**src/rtl/stream_to_bram_capture.sv**
```systemverilog
// stream_to_bram_capture
//
// Captures a burst of 32-bit AXI-stream beats into a BRAM through a native
// BRAM write port. A capture is armed by a single-cycle pulse, starts either
// immediately or on the first beat that coincides with an orbit-sync pulse,
// and completes after a programmable number of words. The input stream is
// always drained; beats that arrive outside a capture are dropped.
//
// Ports
//   clk, rst              sole clock, asynchronous active-high reset
//   fc_orbitSync          orbit sync pulse (used as the start qualifier in mode 1)
//   cfg_mode              1 = orbit-aligned start, anything else = immediate start
//   cfg_len               words to capture, 0 (or anything above MEM_DEPTH) = MEM_DEPTH
//   cfg_arm, cfg_abort    single-cycle control pulses; abort has priority
//   data_stream_*         AXI-stream sink (TREADY is high whenever out of reset)
//   bram_*                BRAM write port; writes are issued in the handshake cycle
//   status_busy           registered, high in ARMED or CAPTURE
//   status_done           registered, high once a capture has completed
//   status_words          registered, words written by the current or last capture

module stream_to_bram_capture #(
  parameter int unsigned MEM_DEPTH = 2048
) (
  input  logic        clk,
  input  logic        rst,
  input  logic        fc_orbitSync,
  input  logic [1:0]  cfg_mode,
  input  logic [15:0] cfg_len,
  input  logic        cfg_arm,
  input  logic        cfg_abort,
  input  logic [31:0] data_stream_TDATA,
  input  logic        data_stream_TVALID,
  output logic        data_stream_TREADY,
  output logic        bram_CLK,
  output logic        bram_RST,
  output logic        bram_EN,
  output logic [3:0]  bram_WE,
  output logic [31:0] bram_ADDR,
  output logic [31:0] bram_DIN,
  output logic        status_busy,
  output logic        status_done,
  output logic [15:0] status_words
);

  typedef enum logic [1:0] {
    StIdle,
    StArmed,
    StCapture,
    StDone
  } state_e;

  // Lengths are kept one bit wider than cfg_len so MEM_DEPTH itself is
  // representable and the completion compare never wraps.
  localparam logic [16:0] DepthLen = 17'(MEM_DEPTH);

  state_e      state_q, state_d;
  logic [15:0] words_q, words_d;
  logic [16:0] eff_len_q, eff_len_d;
  logic        done_q, done_d;
  logic        busy_q, busy_d;

  logic [16:0] cfg_len_ext;
  logic [16:0] eff_len_cfg;
  logic [16:0] words_inc;
  logic        start_ok;
  logic        wr_en;

  // Effective capture length, sampled into eff_len_q only on arm.
  always_comb begin
    cfg_len_ext = {1'b0, cfg_len};
    if ((cfg_len == 16'd0) || (cfg_len_ext > DepthLen)) begin
      eff_len_cfg = DepthLen;
    end else begin
      eff_len_cfg = cfg_len_ext;
    end
  end

  // Mode is checked live every cycle, so a mode change while armed applies
  // to the very next start check.
  assign start_ok  = (cfg_mode != 2'd1) || fc_orbitSync;
  assign words_inc = {1'b0, words_q} + 17'd1;

  // Next-state logic. wr_en is the combinational write strobe for the
  // current handshake cycle.
  always_comb begin
    state_d   = state_q;
    words_d   = words_q;
    eff_len_d = eff_len_q;
    wr_en     = 1'b0;

    if (cfg_abort) begin
      // Abort wins over arm and over any write in the same cycle; the word
      // count is kept so software can see how far the capture got.
      state_d = StIdle;
    end else begin
      unique case (state_q)
        StIdle, StDone: begin
          if (cfg_arm) begin
            state_d   = StArmed;
            words_d   = 16'd0;
            eff_len_d = eff_len_cfg;
          end
        end
        StArmed: begin
          if (data_stream_TVALID && start_ok) begin
            wr_en   = 1'b1;
            words_d = words_inc[15:0];
            // A one-word capture completes on its start beat.
            state_d = (words_inc == eff_len_q) ? StDone : StCapture;
          end
        end
        StCapture: begin
          // Gap cycles (TVALID low) simply hold here.
          if (data_stream_TVALID) begin
            wr_en   = 1'b1;
            words_d = words_inc[15:0];
            if (words_inc == eff_len_q) begin
              state_d = StDone;
            end
          end
        end
        default: state_d = StIdle;
      endcase
    end
  end

  // Status flags are registered views of the next state.
  always_comb begin
    done_d = (state_d == StDone);
    busy_d = (state_d == StArmed) || (state_d == StCapture);
  end

  always_ff @(posedge clk or posedge rst) begin
    if (rst) begin
      state_q   <= StIdle;
      words_q   <= 16'd0;
      eff_len_q <= DepthLen;
      done_q    <= 1'b0;
      busy_q    <= 1'b0;
    end else begin
      state_q   <= state_d;
      words_q   <= words_d;
      eff_len_q <= eff_len_d;
      done_q    <= done_d;
      busy_q    <= busy_d;
    end
  end

  // Write port. The reset term makes the strobes drop the instant reset is
  // asserted, independent of the clock.
  assign bram_CLK  = clk;
  assign bram_RST  = rst;
  assign bram_EN   = wr_en & ~rst;
  assign bram_WE   = {4{wr_en & ~rst}};
  assign bram_ADDR = {14'd0, words_q, 2'b00};
  assign bram_DIN  = data_stream_TDATA;

  assign data_stream_TREADY = ~rst;

  assign status_busy  = busy_q;
  assign status_done  = done_q;
  assign status_words = words_q;

endmodule

```
**config.mk**
```make
export PLATFORM = sky130hd
export DESIGN_NAME = stream_to_bram_capture
export DESIGN_NICKNAME = d
export VERILOG_FILES = /design/src/rtl/stream_to_bram_capture.sv
export SDC_FILE = /design/constraint.sdc
export NUM_CORES = 1
export LEC_CHECK = 0
export BUFFER_PORTS_ARGS = -buffer_cell sky130_fd_sc_hd__buf_4
export CORE_MARGIN = 2
export CORE_UTILIZATION = 50
export DETAILED_ROUTE_END_ITERATION = 16
export PLACE_DENSITY_LB_ADDON = 0.1
export RECOVER_POWER = 25
export SKIP_LAST_GASP = 1
export SYNTH_ARGS = -nofsm -noshare
export SYNTH_HDL_FRONTEND = slang
export SYNTH_SLANG_ARGS = --single-unit
```
**constraint.sdc**
```tcl
create_clock -name clk -period 3.7 [get_ports clk]
set_input_delay 0.37 -clock clk [delete_from_list [all_inputs] [get_ports clk]]
set_output_delay 0.37 -clock clk [all_outputs]
set_load 0.05 [all_outputs]
```
Yosys cells after proc, flatten, opt, wreduce, memory -nomap -nowiden
Cells that the tools add are included.
{ "totals": {"ff_bits": 37, "word_cells": 46, "inputBits": 56, "output_inout_bits": 90} }
{ "classes": {"n_reduce_logical": 9, "eq_ne": 11, "bitwise_logic": 3, "magnitude_cmp": 1, "addsub": 1, "mux": 16} }
{ "op_table": {"columns": ["cell", "n"], "rows": [
  ["$mux 16", 4],
  ["$pmux 16 s3", 1],
  ["$add 16x1->17 const B", 1],
  ["$eq 17x17->1", 1],
  ["$gt 16x12->1 const B", 1],
  ["$logic_not 16->1", 1],
  ["$mux 2", 5],
  ["$eq 2x2->1 const B", 4],
  ["$ne 2x2->1 const B", 3],
  ["$pmux 2 s3", 1],
  ["$eq 2x1->1 const B", 2],
  ["$mux 1", 4],
  ["$reduce_and 4->1", 1],
  ["$logic_or 1x1->1", 3],
  ["$reduce_and 3->1", 1],
  ["$logic_not 2->1", 1],
  ["$ne 2x1->1 const B", 1],
  ["$not 1->1", 2],
  ["$pmux 1 s2", 1],
  ["$reduce_or 2->1", 1],
  ["$and 1x1->1", 1],
  ["$logic_and 1x1->1", 1]
]} }

Longest topological paths before layout
{ "depth": {"ltp_word": 8, "depth_mapped": 9, "ltp_nobuf": 8} }

==> flow_metrics.tcl <==
set metrics [dict create \
    ctsResizeCount 0 \
    drive_gt1_share_pct 27.41 \
    fin_util_pct 54.10 \
    syn_area_um2 2853 \
    min_period_over_period_pct 79.25 \
    post-cts-setup-buffers 0 \
    syn_inst 318 \
    yosysUniqueCellTypes 54 \
    multi_input_area_um2 1309 \
    core_area_um2 5507 \
    clkTransAtPathRegs_ns 0.07 \
    final_common_cell "buf_4" \
    avgSynthCellArea_um2 8.971 \
    ys_ff_latch 36 \
    p_leak_nw 1.384 \
    cp.arrival_ns 2.56 \
    route.detailed.drc 0 \
    status "finished, violations left" \
    grt_start_max_net_pins 38 \
    crit_path_end_kind "output pin" \
    antenna_found_initial 0 \
    nFillCells 526 \
    grt_pass1_vias 1843 \
    drv_slew 38 \
    via_per_inst 5.331 \
    powerDensity_nw_per_um2 675.7 \
    finalSetupViolCount 0 \
    violations "capacitance limit, slew limit" \
    gr-total-overflow 0 \
    hold_path.class "in -> reg" \
    port_buffers 65 \
    num_io_pins 146 \
    max-vdd-ir-drop_mv 0.4581 \
    initial_core_util_pct 51.81 \
    fmax_mhz 341.0 \
    vias 2095 \
    clock_latency_ns 0.40 \
    regArea_um2 902.1 \
    grt_pass1_wl_mm 8.963 \
    groute.usage.overall_pct 18.22 \
    die_area_um2 6326 \
    die_y_um 79.54 \
    wl_per_cell_um 14.30 \
    hpwl_mm 4.154 \
    wirelength_mm 5.621 \
    drt_first_iter_violations 99 \
    row_count 27 \
    layout_common_cells "buf_4, dfrtp_1, nand2_1" \
    critical_path_required_ns 3.33 \
    ys_async_sr_fraction_pct 100.0 \
    cp-start-kind "register" \
    drtPass1Iterations 6 \
    synth_edf_count 0 \
    synth_flop_cell "dfrtp_1" \
    fin_setup_tns_ns 0 \
    synth.yosys.seq_area_share_pct 31.62 \
    ff2ff_path_depth 8 \
    cts_hold_buf 0 \
    crit_type "reg -> out" \
    fin_crit_ns 2.932 \
    area_growth_pct 4.430 \
    finClkSkew_ns 0.003817 \
    cap_violations 1 \
    cts_tree "built" \
    min_path_cells 2 \
    fin_nets 380 \
    antenna_cells 0 \
    routabilityCongestion 0.8630 \
    critical_path_peak_fanout 22 \
    max_slew.worst_pin.slew_ns 1.952 \
    yosys_warnings 0 \
    max-slew-margin-rel_pct -30.15 \
    hold_viol 0 \
    ant_nets 0 \
    rsz0062_at_grt "no" \
    die_w_um 79.54 \
]
[power breakdown]
part	internal (mW)	switching, mW
logic	0.283	0.622
clock network	0.283	0.199
registers	0.451	0.175
[registers in the layout, indices dropped and copies added (netlist names)]
| register | flops |
|---|---|
| status_done | 1 |
| eff_len_q | 16 |
| status_words | 16 |
| status_busy | 1 |
| state_q | 2 |
[logic make-up after synthesis]
logic type / Yosys count / share of synthesized area, %
buffers and inverters: 99 / 24.47
AND/OR/NAND/NOR: 90 / 19.34
AO/OA/AOI/OAI: 64 / 15.18
flip-flops: 36 / 31.62
XOR/XNOR: 21 / 6.447
adder cells (fa/ha/maj): 4 / 1.754
multiplexers: 3 / 1.053
other: 1 / 0.1315
[area by class of cell]
| type | count | share of cell area (%) |
|---|---|---|
| clock buffers | 10 | 4.074 |
| clock inverters | 2 | 1.176 |
| flip-flops and latches | 36 | 30.28 |
| well taps | 72 | 3.024 |
| multi-input cells | 198 | 43.93 |
| repair buffers | 66 | 16.38 |
| inverters | 9 | 1.134 |
[metal layers]
metal / global-route usage (%) / vias up / share of wire [%]
li1: - / 1021 / -
met1: 24.14 / 976 / 45
met2: 27.65 / 89 / 45
met3: 5.656 / 9 / 7.9
met4: 7.241 / 0 / 1.2
met5: 0 / - / 0
[metrics by stage]
stage	hold WS, ns	total power, mW	worst slack (ns)	instances	instance area (um^2)
5_1_grt	0.1800	2.124	0.5836	393	2979
6_report	0.1829	2.013	0.7677	393	2979
4_1_cts	0.1120	2.036	0.7583	393	2987
3_3_place_gp	0.5000	1.596	0.9804	382	2838
2_1_floorplan	0.4510	1.592	0.9500	333	2909
3_5_place_dp	0.4958	1.603	0.9670	382	2838
[path summary, 6_finish.rpt]
kind / to / start / slack, ns
min reg2reg: eff_len_q[13] / eff_len_q[13] / 0.51
min: state_q[1] / cfg_abort / 0.18
max in group asynchronous: status_words[2] / rst / 1.90
max reg2reg: status_busy / status_words[0] / 0.99
min in group asynchronous: status_words[9] / rst / 0.68
max: bram_WE[1] / state_q[0] / 0.77
[critical path, stage by stage (launching register included)]
cell,delay [ns]
dfrtp_1,0.37
inv_1,0.05
ha_1,0.57
or4b_1,0.64
nor2_1,0.27
buf_4,0.26
[synth_stat cells (3+ instances only)]
cell type	count	area [um^2]
o21ai_0	19	95.09
buf_6	7	78.83
and2_1	4	25.02
clkbuf_1	7	26.28
xor2_1	9	78.83
inv_1	9	33.78
nand2b_1	5	31.28
nor3_1	15	75.07
dfrtp_1	35	875.8
buf_2	3	15.01
mux2i_1	3	30.03
nand3_1	10	50.05
a21oi_1	15	75.07
xnor2_1	12	105.1
a311oi_1	4	35.03
a22o_1	11	96.34
nand2_1	20	75.07
nor4_1	3	18.77
nor2_1	9	33.78
and3_1	3	18.77
ha_1	4	50.05
buf_4	72	540.5
(Power assumes the default switching activity.)
